$ cat src/rtl/muxn_pkg.sv
// Shared encodings and width helpers for the muxn_scan block.
package muxn_pkg;

  localparam logic MODE_MANUAL = 1'b0;
  localparam logic MODE_SCAN   = 1'b1;

  typedef enum logic {
    ST_MANUAL = 1'b0,
    ST_SCAN   = 1'b1
  } state_e;

  // Index width that never collapses to zero bits (values 1 and 2 both need one bit).
  function automatic int unsigned clog2_min1(input int unsigned v);
    return (v <= 32'd2) ? 32'd1 : 32'($clog2(v));
  endfunction

endpackage

$ cat src/rtl/muxn_comb.sv
// Combinational N:1 selector of W-bit channels; out-of-range s yields zero.
module muxn_comb
  import muxn_pkg::*;
#(
  parameter int unsigned N  = 4,
  parameter int unsigned W  = 8,
  parameter int unsigned SW = clog2_min1(N)
) (
  input  logic [N*W-1:0] x,
  input  logic [SW-1:0]  s,
  output logic [W-1:0]   y
);

  // Pick channel s from the flattened input vector.
  always_comb begin
    y = '0;
    for (int unsigned i = 0; i < N; i++) begin
      if (s == SW'(i)) y = x[i*W +: W];
    end
  end

endmodule

$ cat src/rtl/muxn_scan.sv
// Registered N-channel mux with manual select and auto-scan, plus channel index and change strobe.
module muxn_scan
  import muxn_pkg::*;
#(
  parameter  int unsigned N     = 4,
  parameter  int unsigned W     = 8,
  parameter  int unsigned DWELL = 4,
  localparam int unsigned SW    = clog2_min1(N)
) (
  input  logic           clk,
  input  logic           rst_n,
  input  logic [N*W-1:0] x,
  input  logic [SW-1:0]  sel,
  input  logic           mode,
  input  logic           hold,
  output logic [W-1:0]   f,
  output logic [SW-1:0]  ch,
  output logic           valid
);

  localparam int unsigned   CW       = clog2_min1(DWELL);
  localparam logic [CW-1:0] CNT_LAST = CW'(DWELL - 1);
  localparam logic [SW-1:0] CH_LAST  = SW'(N - 1);
  localparam logic [SW:0]   N_EXT    = (SW + 1)'(N);

  state_e        r_state;
  state_e        w_state_nxt;
  logic [CW-1:0] r_cnt;
  logic [CW-1:0] w_cnt_nxt;
  logic [SW-1:0] r_ch;
  logic [SW-1:0] w_ch_nxt;
  logic [W-1:0]  r_f;
  logic [W-1:0]  w_f_nxt;
  logic          r_valid;
  logic          w_sel_ok;

  // Compare one bit wider so a power-of-two N does not wrap to zero.
  assign w_sel_ok = ({1'b0, sel} < N_EXT);

  // State register; frozen while hold is high.
  always_ff @(posedge clk or negedge rst_n) begin
    if (!rst_n)     r_state <= ST_MANUAL;
    else if (!hold) r_state <= w_state_nxt;
  end

  // Next state simply tracks the mode input.
  always_comb begin
    w_state_nxt = ST_MANUAL;
    if (mode == MODE_SCAN) w_state_nxt = ST_SCAN;
  end

  // Next channel and dwell count; the MANUAL->SCAN switch edge only arms the scan.
  always_comb begin
    w_ch_nxt  = r_ch;
    w_cnt_nxt = '0;
    if (mode == MODE_MANUAL) begin
      if (w_sel_ok) w_ch_nxt = sel;
    end else if (r_state == ST_SCAN) begin
      if (r_cnt == CNT_LAST) begin
        w_cnt_nxt = '0;
        w_ch_nxt  = (r_ch == CH_LAST) ? '0 : r_ch + SW'(1);
      end else begin
        w_cnt_nxt = r_cnt + CW'(1);
      end
    end
  end

  muxn_comb #(
    .N  (N),
    .W  (W),
    .SW (SW)
  ) u_sel (
    .x (x),
    .s (w_ch_nxt),
    .y (w_f_nxt)
  );

  // Datapath registers: data, channel, strobe and dwell counter.
  always_ff @(posedge clk or negedge rst_n) begin
    if (!rst_n) begin
      r_ch    <= '0;
      r_f     <= '0;
      r_valid <= 1'b0;
      r_cnt   <= '0;
    end else if (hold) begin
      r_valid <= 1'b0;
    end else begin
      r_ch    <= w_ch_nxt;
      r_f     <= w_f_nxt;
      r_valid <= (w_ch_nxt != r_ch);
      r_cnt   <= w_cnt_nxt;
    end
  end

  assign f     = r_f;
  assign ch    = r_ch;
  assign valid = r_valid;

endmodule

$ cat config.mk
export PLATFORM = sky130hd
export DESIGN_NAME = muxn_scan
export DESIGN_NICKNAME = d
export VERILOG_FILES = /design/src/rtl/muxn_pkg.sv /design/src/rtl/muxn_comb.sv /design/src/rtl/muxn_scan.sv
export SDC_FILE = /design/constraint.sdc
export NUM_CORES = 1
export LEC_CHECK = 0
export ABC_AREA = 1
export CAP_MARGIN = 0
export CORE_MARGIN = 2
export CORE_UTILIZATION = 43
export CTS_CLUSTER_DIAMETER = 200
export CTS_CLUSTER_SIZE = 20
export DETAILED_ROUTE_END_ITERATION = 16
export PLACE_DENSITY_LB_ADDON = 0.15
export SLEW_MARGIN = 0
export SYNTH_ARGS = -nofsm -noshare
export SYNTH_HDL_FRONTEND = slang
export SYNTH_SLANG_ARGS = --single-unit
$ cat constraint.sdc
create_clock -name clk -period 2.44 [get_ports clk]
set_input_delay 0.61 -clock clk [delete_from_list [all_inputs] [get_ports clk]]
set_output_delay 0.61 -clock clk [all_outputs]
set_load 0.03 [all_outputs]
==> Word-level counts from Yosys, hierarchy flattened <==
Index checks and enable logic that the tools add are counted.
{ "classes": {"n_reduce_logical": 1, "n_mux": 13, "shift": 0, "eq_ne": 6, "magnitude_cmp": 0, "bitwise_logic": 0, "div": 0, "addsub": 2, "n_mul": 0} }
{ "op_table": {"columns": ["operator", "n"], "rows": [
  ["8-bit 2-to-1 mux", 4],
  ["2-bit 2-to-1 mux", 7],
  ["2-bit == test, second input constant", 4],
  ["2-bit by 1-bit adder with 2-bit output, second input constant", 2],
  ["2-bit by 1-bit == test with 1-bit output, second input constant", 1],
  ["2-bit logical NOT", 1],
  ["1-bit 2-to-1 mux", 2],
  ["2-bit inequality test", 1]
]} }
{ "word_totals": {"output_inout_bits": 11, "inputBits": 38, "word_cells": 27, "latch_bits": 0, "reg_bits": 14, "mem_count": 0, "rom_bits": 0, "mem_bits_rw": 0} }

==> Longest topological paths before layout <==
Gate-level depths: netlist of run 1.
{ "depth": {"ltp_word": 10, "ltp_mapped": 11, "depth_no_buf": 10} }

==> Modules after synthesis <==
From an unflattened synthesis of run 1, not the netlist that was laid out.
{ "unflattened": {"cells_unflattened": 134, "hier_area_um2": 937.1} }
{ "by_module_without_submodules": {"columns": ["mod", "area_per_inst_um2", "cells_per_inst", "n_inst", "seq_area_each_um2"], "rows": [
  ["muxn_scan", 673.1, 87, 1, 350.3],
  ["muxn_comb", 264.0, 47, 1, 0.0]
]} }

==> Worst setup path before layout of run 1 <==
Ideal clock, no wire load.
{ "synth_timing": {"kind": "register to register", "from": "register r_ch[0], in the netlist ch[0]", "to": "register r_f[3], in the netlist f[3]", "arrival_ns": 1.673, "path_buffers": 1, "slack_ns": 0.650, "t_required_ns": 2.323, "synth_period_minus_slack_ns": 1.790, "setup_ns": 0.117, "stages_incl_launch_ff": 10, "path_cell_list": "dfrtp_1 -> ha_1 -> nand3b_1 -> nand3_1 -> nand2_1 -> buf_4 -> o21ai_0 -> nand3_1 -> nand2_1 -> nand2_1"} }
{ "synth_between": {"elab_chain_len": 10, "elab_cells_between_ends": 14, "cone_classes": "add/sub: 1; eq/ne: 4; mux: 8; reduce/logical: 1"} }
{ "synth_lines": {"columns": ["item", "line", "text"], "rows": [
  ["from (decl)", "muxn_scan.sv:30", "logic [SW-1:0] r_ch;"],
  ["from (signal assigned)", "muxn_scan.sv:88", "r_ch <= w_ch_nxt;"],
  ["2-bit by 1-bit adder with 2-bit output / 2-bit == test (equally long branches)", "muxn_scan.sv:61", "w_ch_nxt = (r_ch == CH_LAST) ? '0 : r_ch + SW'(1);"],
  ["2-bit 2-to-1 mux", "muxn_scan.sv:61", null],
  ["2-bit 2-to-1 mux", "muxn_scan.sv:59", "if (r_cnt == CNT_LAST) begin"],
  ["2-bit 2-to-1 mux (*)", "muxn_scan.sv:58", "end else if (r_state == ST_SCAN) begin"],
  ["2-bit 2-to-1 mux (*)", "muxn_scan.sv:56", "if (mode == MODE_MANUAL) begin"],
  ["2-bit logical NOT", "muxn_comb.sv:18", "if (s == SW'(i)) y = x[i*W +: W];"],
  ["8-bit 2-to-1 mux (3 in a row)", "muxn_comb.sv:18", null],
  ["8-bit 2-to-1 mux (*)", "muxn_comb.sv:18", null],
  ["to (signal assigned)", "muxn_scan.sv:89", "r_f <= w_f_nxt;"],
  ["to (decl)", "muxn_scan.sv:32", "logic [W-1:0] r_f;"]
]} }
Every way passes the cells marked *; elsewhere a longest branch is shown, timed or not.
A chain may end at the register's enable or synchronous reset.

==> Worst setup path after layout of run 1 <==
{ "layout_timing": {"from": "register r_ch[0], in the netlist ch[0]", "to": "output ch[0]"} }
{ "layout_lines": {"columns": ["item", "line", "text"], "rows": [
  ["to (decl)", "muxn_scan.sv:17", "output logic [SW-1:0] ch,"]
]} }
No word-level cell between the ends.

==> impl_summary.txt, run 1 <==
----------------------------------------------------
[Power and ir drop]
  Switching power ... 0.263 mW
  Maximum vdd ir drop ... 0.362 mV
  Static leakage power ... 0.730 nW
  Switching share of power ... 35.6%
  Seq pwr share ... 38.8%
  Total power ... 0.740 mW
  Power density normalized to cell area ... 484 nW/um^2
  Design internal power ... 0.477 mW
  Fraction of power consumed by combinational cells ... 44.6%
  Clock share of power ... 16.6%

[Clock network]
  H-tree depth reported by CTS ... 1
  TritonCTS clock tree ... yes
  Clk Latency, worst-skew pair ... 270 ps
  Cells resized by post-CTS repair ... 0
  Number of buffers added by the clock tree synthesis step ... 3
  Total number of clock tree sinks ... 14
  Library cell used as clock root buffer ... sky130_fd_sc_hd__clkbuf_4
  Maximum root-to-sink buffer count ... 2
  Post-CTS Repair Setup Buffers ... 0
  Clk slew on worst S/H paths ... 70 ps
  # hold bufs at CTS ... 0

[STA]
  Worst hold margin ... 483 ps
  Setup repair after global routing missed its margin ... no
  Remaining max-slew budget at the tightest pin ... 60.4%
  Final critical-path share of the clock period ... 86.6%
  Slew Limit Fails ... 0
  Fmax ... 0.473 GHz
  Number of hold violations in the final report ... 0
  Minimum clock period ... 2110 ps
  Count of endpoints failing setup in the final report ... 0
  Final WS setup ... 326 ps
  Fin Clk Skew ... 1.76 ps
  Final TNS setup ... 0 ps
  Measured slew at the worst slew-check pin ... 593 ps

[Setup path]
  Worst flop-to-flop path startpoint ... ch[0]$_DFFE_PN0N_
  CP endpoint kind ... primary output
  Reg-to-reg critical path endpoint ... f[4]$_DFFE_PN0N_
  Worst path buffer plus inverter count ... 1
  Required @ worst endpoint ... 1830 ps
  Cell count of the worst reg-to-reg path ... 9
  Critical Path Fanout Max ... 6
  Stages on worst setup path ... 1
  Startpoint class of the critical path ... flip-flop
  Critical Path, Cell by Cell ... clkdlybuf4s50_1
  Delay of the slowest cell on the worst path ... 730 ps
  Crit-path slowest cell ... sky130_fd_sc_hd__clkdlybuf4s50_1
  Worst endpoint data arrival time ... 1500 ps
  Cell family contributing the most delay on the critical path ... buffers and inverters
  FF-to-FF setup slack ... 550 ps
  Setup CP Type ... reg2out

[Min path]
  Hold endpoint ... f[6]$_DFFE_PN0N_
  WHS Path Cells ... 2
  Hold crit path type ... reg2reg
  Beginning of the worst hold path ... f[6]$_DFFE_PN0N_

[Synth]
  Number of library cell types mapped by synthesis ... 21
  Mapped Cells ... 143
  Post-Syn Area ... 1030 sq um
  Post-synthesis sequential area ratio ... 34.0%
  Post-synth net total ... 183
  Post-Synthesis Mean Instance Area ... 7.21 sq um
  Flip-flop and latch count after synthesis ... 14
  Ys Warns ... 0

[Layout]
  Multi-input gate area in the final layout ... 577 sq um
  Share of final-layout standard cells stronger than drive strength 1 ... 6.91%
  Final-layout fill cell count ... 212
  Core occupancy in the finished layout ... 68.5%
  Cell area after layout ... 1530 sq um
  Area growth from synthesis to final layout ... 48.3%
  Number of nets in the layout ... 230
  Antenna diode instance count ... 0
  FF+latch area ... 350 sq um
  Count of non-filler cells in the finished layout ... 216

[Flow run]
  Number of maximum-capacitance constraint violations ... 0

[Route]
  Post-detailed-route DRC marker count ... 0
  Top metal layer carrying routed signals ... met4
  Wire length reported by the detailed router ... 2.58 mm
  Number of design-rule violations left by the first detailed-router iteration ... 23
  Routed length on met3 ... 143 um
  Via density per instance ... 5.01
  Wire length per cell after detailed routing ... 11.9 um
  Met2 Wirelength ... 1.18 mm
  Length of routed wiring on met1 ... 1.20 mm
  Total vias in the final route ... 1082
  1st-pass router iterations ... 4
  Final ANT Viol Nets ... 0

[Global route]
  Maximum number of pins on one net before global-route repair ... 23
  First-pass GRT wire length ... 4.23 mm
  Global-route usage over all layers ... 20.6%
  GRT Residual Overflow ... 0
  Vias in the first global route ... 993
  Antenna violations before repair ... 0

[Place]
  Standard cell area after detailed placement ... 1510 sq um
  Number of instances in the placed design ... 213
  Placed wire-length estimate ... 2.14 mm
  Minimum setup slack after placement ... 232 ps
  Final Wtd Congestion ... 0.770
  Count of buffers inserted at the top-level ports ... 48

[Floorplan]
  Die Area ... 2810 sq um
  Initial cell density of the core ... 46.2%
  Die height ... 53.0 um
  I/O Pins ... 49
  Die W ... 53.0 um
  Area of the core region ... 2230 sq um
  Number of cell rows ... 17

[Status]
  Outcome ... finished clean

----------------------------------------------------
==> routing by layer <==
layer  GRT usage (%)  vias up
met4            7.69        0
met1            27.7      485
met2            33.8       37
met3            2.26        6
met5               0        -
li1                -      554
==> sequential cells by signal, indices dropped and copies added, names as in the netlist <==
register	cells
f	8
ch	2
r_cnt	2
r_state	1
valid	1
==> layout by cell type, fill, tap and decap left out, drive strengths merged, types with 3 or more instances in the layout <==
cell           count
nand2             45
dfrtp             14
inv               13
nor2               8
o21bai             6
nand3b             9
clkbuf             3
o21ai              7
clkdlybuf4s50     48
nand3             27
==> worst max-delay path by stage <==
stage	start	end	slack, ps
detailed placement	mode	f[1]$_DFFE_PN0N_	230
CTS	ch[0]$_DFFE_PN0N_	ch[0]	320
floorplan	ch[0]$_DFFE_PN0N_	f[3]$_DFFE_PN0N_	650
finish	ch[0]$_DFFE_PN0N_	ch[0]	330
global route	ch[0]$_DFFE_PN0N_	ch[0]	260
global placement	mode	f[6]$_DFFE_PN0N_	290
==> power groups by stage <==
| stage | sequential, mW | clock, mW | combinational (mW) |
|---|---|---|---|
| final | 0.288 | 0.123 | 0.330 |
| after global routing | 0.293 | 0.139 | 0.364 |
| after CTS | 0.288 | 0.124 | 0.332 |
| after detailed placement | 0.292 | 0 | 0.331 |
| after global placement | 0.291 | 0 | 0.324 |
| after floorplan | 0.347 | 0 | 0.136 |
==> cell usage after synthesis (all sizes together) <==
cell / instances / area share, %
a32o: 1 / 0.97
buf: 6 / 4.6
clkbuf: 2 / 0.73
dfrtp: 14 / 34
ha: 2 / 2.4
inv: 13 / 4.7
nand2: 45 / 17
nand3: 27 / 13
nand3b: 9 / 6.6
nor2: 8 / 3.9
o21ai: 7 / 3.4
o21bai: 6 / 5.5
or2: 1 / 0.61
xor2: 2 / 2.4
==> cells by family (layout without fill, tap and decap cells) <==
group	Yosys count	after routing	share of synthesized area (%)
simple gates	90	90	41.3
buf+inv	21	66	10.1
compound gates	14	14	9.83
flops	14	14	34.0
fa+ha+maj	2	2	2.43
xor+xnor	2	2	2.43
==> area by class of cell <==
| cell class | instances | area share [%] |
|---|---|---|
| clock buffer | 3 | 1.47 |
| inverter | 13 | 3.19 |
| multi-input combinational | 108 | 37.7 |
| sequential | 14 | 22.9 |
| tap | 28 | 2.29 |
| timing repair buffer | 50 | 32.4 |
No activity file was read; power rests on OpenSTA's default activity.
==> inputs of run 2 (changes only) <==
--- a/config.mk
+++ b/config.mk
@@ -8,7 +8,7 @@
 export ABC_AREA = 1
 export CAP_MARGIN = 0
 export CORE_MARGIN = 2
-export CORE_UTILIZATION = 43
+export CORE_UTILIZATION = 40
 export CTS_CLUSTER_DIAMETER = 200
 export CTS_CLUSTER_SIZE = 20
 export DETAILED_ROUTE_END_ITERATION = 16
==> constraint.sdc (replaced) <==
create_clock -name clk -period 2 [get_ports clk]
set_input_delay 0.5 -clock clk [delete_from_list [all_inputs] [get_ports clk]]
set_output_delay 0.5 -clock clk [all_outputs]
set_load 0.03 [all_outputs]
==> run 2 against run 1 <==
  * Count of clock-buffer cells in the layout grew 1
  * Clock skew is 0.93 ps higher
  * Via count increased by 1.2%
  * Critical path type unchanged
  * Sequential power increased by 22%
  * Largest power group unchanged
  * Critical path depth did not move
==> impl_summary.txt, run 2 (same netlist as run 1, synthesis figures left out) <==
----------------------------------------------------
[Status]
  Outcome ... finished clean

[Route]
  Via density per instance ... 4.91
  Final ANT Viol Nets ... 0
  1st-pass router iterations ... 4
  Number of design-rule violations left by the first detailed-router iteration ... 16
  Total vias in the final route ... 1095
  Post-detailed-route DRC marker count ... 0
  Wire length reported by the detailed router ... 2.54 mm
  Wire length per cell after detailed routing ... 11.4 um

[Min path]
  Hold crit path type ... reg2reg
  Hold endpoint ... f[6]$_DFFE_PN0N_
  Beginning of the worst hold path ... f[6]$_DFFE_PN0N_
  WHS Path Cells ... 2

[Clock network]
  TritonCTS clock tree ... yes
  Clk Latency, worst-skew pair ... 270 ps
  Number of buffers added by the clock tree synthesis step ... 3
  H-tree depth reported by CTS ... 1
  Total number of clock tree sinks ... 14
  Library cell used as clock root buffer ... sky130_fd_sc_hd__clkbuf_4
  # hold bufs at CTS ... 0
  Post-CTS Repair Setup Buffers ... 0
  Maximum root-to-sink buffer count ... 2
  Clk slew on worst S/H paths ... 80 ps

[Place]
  Placed wire-length estimate ... 2.03 mm
  Count of buffers inserted at the top-level ports ... 48
  Final Wtd Congestion ... 0.736

[Global route]
  GRT Residual Overflow ... 0
  First-pass GRT wire length ... 3.84 mm
  Maximum number of pins on one net before global-route repair ... 23
  Antenna violations before repair ... 0
  Global-route usage over all layers ... 17.3%
  Vias in the first global route ... 913

[STA]
  Final TNS setup ... 0 ps
  Count of endpoints failing setup in the final report ... 0
  Final critical-path share of the clock period ... 94.4%
  Minimum clock period ... 1890 ps
  Fmax ... 0.530 GHz
  Fin Clk Skew ... 2.69 ps
  Measured slew at the worst slew-check pin ... 596 ps
  Remaining max-slew budget at the tightest pin ... 60.1%
  Slew Limit Fails ... 0
  Setup repair after global routing missed its margin ... no
  Worst hold margin ... 487 ps
  Number of hold violations in the final report ... 0

[Setup path]
  Cell count of the worst reg-to-reg path ... 8
  Required @ worst endpoint ... 1500 ps
  Worst path buffer plus inverter count ... 1
  Worst flop-to-flop path startpoint ... ch[0]$_DFFE_PN0N_
  Cell family contributing the most delay on the critical path ... buffers and inverters
  Setup CP Type ... reg2out
  Startpoint class of the critical path ... flip-flop
  Critical Path Fanout Max ... 5
  Worst endpoint data arrival time ... 1390 ps
  FF-to-FF setup slack ... 150 ps
  Reg-to-reg critical path endpoint ... f[3]$_DFFE_PN0N_
  Critical Path, Cell by Cell ... clkdlybuf4s50_1
  Delay of the slowest cell on the worst path ... 700 ps
  CP endpoint kind ... primary output
  Crit-path slowest cell ... sky130_fd_sc_hd__clkdlybuf4s50_1

[Power and ir drop]
  Static leakage power ... 0.766 nW
  Maximum vdd ir drop ... 0.473 mV
  Power density normalized to cell area ... 604 nW/um^2

[Floorplan]
  Die W ... 54.8 um
  Initial cell density of the core ... 42.0%
  Die Area ... 3000 sq um
  Die height ... 54.8 um
  I/O Pins ... 49
  Number of cell rows ... 18
  Area of the core region ... 2450 sq um

[Layout]
  FF+latch area ... 350 sq um
  Max reg flops ... 8
  Antenna diode instance count ... 0
  Multi-input gate area in the final layout ... 596 sq um
  Final-layout fill cell count ... 219
  Core occupancy in the finished layout ... 65.1%
  Area growth from synthesis to final layout ... 55.0%
  Commonest non-fill, non-tap cell in the layout ... sky130_fd_sc_hd__clkdlybuf4s50_1
  Share of final-layout standard cells stronger than drive strength 1 ... 9.84%
  Most frequent cells in the layout ... sky130_fd_sc_hd__clkdlybuf4s50_1, sky130_fd_sc_hd__nand2_1, sky130_fd_sc_hd__nand3_1
  Number of nets in the layout ... 234

[Flow run]
  Number of maximum-capacitance constraint violations ... 0

----------------------------------------------------
==> run 2: cell count changes in the layout (fill, tap and decap cells not counted), sizes merged <==
| cell | delta |
|---|---|
| dlygate4sd2 | +1 |
| o21bai | +1 |
| buf | +3 |
| clkbuf | +1 |
| clkdlybuf4s50 | -1 |
==> run 2: power by group <==
group	internal, mW	switching (mW)
registers	0.322	0.0293
logic	0.202	0.217
clock network	0.110	0.0843
total	0.635	0.331
==> run 2: how the worst max path moves through the flow <==
stage	start	endpoint	cells after the start
final	ch[1]$_DFFE_PN0N_	ch[1]	1
after floorplan	ch[0]$_DFFE_PN0N_	f[3]$_DFFE_PN0N_	9
after CTS	ch[0]$_DFFE_PN0N_	f[7]$_DFFE_PN0N_	8
after detailed placement	mode	f[7]$_DFFE_PN0N_	8
after global placement	mode	f[4]$_DFFE_PN0N_	8
after global routing	ch[0]$_DFFE_PN0N_	f[0]$_DFFE_PN0N_	8
==> run 2: what timing repair did <==
item / in CTS / in global routing
gates resized for setup: 1 / 2
endpoints found under the setup margin: 1 / 7
gates cloned: 0 / 1
pin swaps: 0 / 1
==> run 2: worst register-to-register path, stage by stage (launching register included) <==
cell and delay [ps]:
sky130_fd_sc_hd__dfrtp_1 470, sky130_fd_sc_hd__ha_1 240, sky130_fd_sc_hd__nor2_1 200, sky130_fd_sc_hd__nor2_4 70
sky130_fd_sc_hd__o21bai_2 420, sky130_fd_sc_hd__o21ai_0 170, sky130_fd_sc_hd__nand3_1 100, sky130_fd_sc_hd__nand2_1 70
sky130_fd_sc_hd__nand2_1 60
==> run 2: area by class of cell <==
type	instances	area share, %
clock buffers	4	2.27
inverters	13	3.05
multi-input cells	109	37.3
flip-flops and latches	14	21.9
well taps	30	2.35
repair buffers	53	33.1
==> run 2: metal layers <==
metal,part of all wire (%),global-route usage (%),up-vias
met4,0,3.75,0
met3,6.5,1.64,0
met5,0,0,-
met2,49,29.6,36
met1,44,23.3,493
li1,-,-,566
==> run 2: stage by stage <==
step                      worst slack [ps]  instances  total power, mW  instance area [sq um]
after floorplan                        210        143            0.588                   1030
after global placement               -35.9        218            0.762                   1540
after detailed placement             -95.4        218            0.773                   1540
after CTS                              101        222            0.967                   1580
after global routing                  12.7        223             1.03                   1600
final                                  112        223            0.965                   1600
==> inputs of run 3 (changes only) <==
--- a/config.mk
+++ b/config.mk
@@ -13,6 +13,7 @@
 export CTS_CLUSTER_SIZE = 20
 export DETAILED_ROUTE_END_ITERATION = 16
 export PLACE_DENSITY_LB_ADDON = 0.15
+export RECOVER_POWER = 50
 export SLEW_MARGIN = 0
 export SYNTH_ARGS = -nofsm -noshare
 export SYNTH_HDL_FRONTEND = slang
==> run 3 against run 2 <==
  * Worst setup slack barely moved
  * Register-to-register slack barely moved
  * Critical path depth did not move
  * Count of clock-buffer cells in the layout did not move
  * Worst hold slack did not move
  * Power barely moved
  * Core utilization did not move
  * Sequential power barely moved
  * Sequential cell count did not move
  * Largest cell class unchanged
==> impl_summary.txt, run 3 (same netlist as run 1, synthesis figures left out) <==
----------------------------------------------------
[Layout]
  Commonest non-fill, non-tap cell in the layout ... sky130_fd_sc_hd__clkdlybuf4s50_1
  Share of final-layout standard cells stronger than drive strength 1 ... 9.84%
  Most frequent cells in the layout ... sky130_fd_sc_hd__clkdlybuf4s50_1, sky130_fd_sc_hd__nand2_1, sky130_fd_sc_hd__nand3_1
  Area growth from synthesis to final layout ... 55.0%
  Number of nets in the layout ... 234
  Antenna diode instance count ... 0
  Max reg flops ... 8
  Final-layout fill cell count ... 219

[STA]
  Measured slew at the worst slew-check pin ... 602 ps
  Final WS setup ... 112 ps
  Final critical-path share of the clock period ... 94.4%
  Worst hold margin ... 487 ps
  Number of hold violations in the final report ... 0
  Slew Limit Fails ... 0
  Count of endpoints failing setup in the final report ... 0
  Final TNS setup ... 0 ps
  Fmax ... 0.530 GHz
  Setup repair after global routing missed its margin ... no
  Fin Clk Skew ... 2.69 ps
  Minimum clock period ... 1890 ps
  Remaining max-slew budget at the tightest pin ... 59.7%

[Power and ir drop]
  Total power ... 0.965 mW
  Static leakage power ... 0.766 nW
  Power density normalized to cell area ... 604 nW/um^2
  Maximum vdd ir drop ... 0.473 mV

[Route]
  Post-detailed-route DRC marker count ... 0
  Number of design-rule violations left by the first detailed-router iteration ... 16
  Via density per instance ... 4.91
  Wire length per cell after detailed routing ... 11.4 um
  Wire length reported by the detailed router ... 2.54 mm
  1st-pass router iterations ... 4
  Total vias in the final route ... 1096
  Final ANT Viol Nets ... 0

[Setup path]
  Required @ worst endpoint ... 1500 ps
  Cell family contributing the most delay on the critical path ... buffers and inverters
  Worst path buffer plus inverter count ... 1
  Crit-path slowest cell ... sky130_fd_sc_hd__clkdlybuf4s50_1
  Worst endpoint data arrival time ... 1390 ps
  Critical Path, Cell by Cell ... clkdlybuf4s50_1
  Delay of the slowest cell on the worst path ... 700 ps
  Cell count of the worst reg-to-reg path ... 8
  Setup CP Type ... reg2out
  CP endpoint kind ... primary output
  Startpoint class of the critical path ... flip-flop
  Critical Path Fanout Max ... 5
  Stages on worst setup path ... 1

[Global route]
  Vias in the first global route ... 913
  First-pass GRT wire length ... 3.84 mm
  Global-route usage over all layers ... 17.3%
  GRT Residual Overflow ... 0
  Maximum number of pins on one net before global-route repair ... 23
  Antenna violations before repair ... 0

[Place]
  Minimum setup slack after placement ... -95.4 ps
  Placed wire-length estimate ... 2.03 mm
  Final Wtd Congestion ... 0.736
  Count of buffers inserted at the top-level ports ... 48

[Flow run]
  Number of maximum-capacitance constraint violations ... 0

[Floorplan]
  Initial cell density of the core ... 42.0%
  Die W ... 54.8 um
  Area of the core region ... 2450 sq um
  Die Area ... 3000 sq um
  Number of cell rows ... 18
  I/O Pins ... 49
  Die height ... 54.8 um

[Clock network]
  Maximum root-to-sink buffer count ... 2
  Total number of clock tree sinks ... 14
  Clk Latency, worst-skew pair ... 270 ps
  Post-CTS Repair Setup Buffers ... 0
  H-tree depth reported by CTS ... 1
  Library cell used as clock root buffer ... sky130_fd_sc_hd__clkbuf_4
  Number of buffers added by the clock tree synthesis step ... 3
  TritonCTS clock tree ... yes
  # hold bufs at CTS ... 0
  Clk slew on worst S/H paths ... 80 ps

[Min path]
  Hold crit path type ... reg2reg
  WHS Path Cells ... 2

[Status]
  Outcome ... finished clean

----------------------------------------------------
## run 3: changes by cell type in the layout (fill, tap and decap cells not counted)
cell,change
sky130_fd_sc_hd__buf_4,-1
sky130_fd_sc_hd__clkbuf_4,+1
sky130_fd_sc_hd__dlygate4sd3_1,+1
sky130_fd_sc_hd__clkdlybuf4s50_1,-1
## run 3: final timing paths
kind | end | slack, ps | startpoint
min in group asynchronous | f[0]$_DFFE_PN0N_ | 670 | rst_n
hold / removal | f[6]$_DFFE_PN0N_ | 490 | f[6]$_DFFE_PN0N_
setup reg to reg | f[3]$_DFFE_PN0N_ | 150 | ch[0]$_DFFE_PN0N_
setup / recovery | ch[1] | 110 | ch[1]$_DFFE_PN0N_
hold reg to reg | f[6]$_DFFE_PN0N_ | 490 | f[6]$_DFFE_PN0N_
max in group asynchronous | f[6]$_DFFE_PN0N_ | 940 | rst_n
## run 3: routing by layer
| layer | track usage (%) | part of all wire [%] |
|---|---|---|
| met1 | 23.3 | 44 |
| met2 | 29.6 | 49 |
| met3 | 1.64 | 6.5 |
| met4 | 3.75 | 0 |
| met5 | 0 | 0 |
## run 3: timing repair
| action | CTS | global route |
|---|---|---|
| cloned | 0 | 1 |
| setup endpoints to repair | 1 | 7 |
| pin swaps | 0 | 1 |
| resized for setup | 1 | 2 |
## run 3: area by class of cell
class / instances / area [sq um] / share of cell area (%)
Timing Repair Buffer: 53 / 529 / 33.1
Multi-Input combinational cell: 109 / 596 / 37.3
Tap cell: 30 / 37.5 / 2.35
Inverter: 13 / 48.8 / 3.05
Sequential cell: 14 / 350 / 21.9
Clock buffer: 4 / 36.3 / 2.27
## run 3: stage by stage
step           instances  area (sq um)  utilization (%)
6_report             223          1600             65.1
5_1_grt              223          1600             65.1
4_1_cts              222          1580             64.3
3_5_place_dp         218          1540             62.9
3_3_place_gp         218          1540             62.9
2_1_floorplan        143          1030                -
## run 3: power by group
group / total (mW) / internal, mW / switching (mW)
sequential: 0.351 / 0.322 / 0.0293
combinational: 0.419 / 0.202 / 0.217
clock: 0.195 / 0.110 / 0.0843
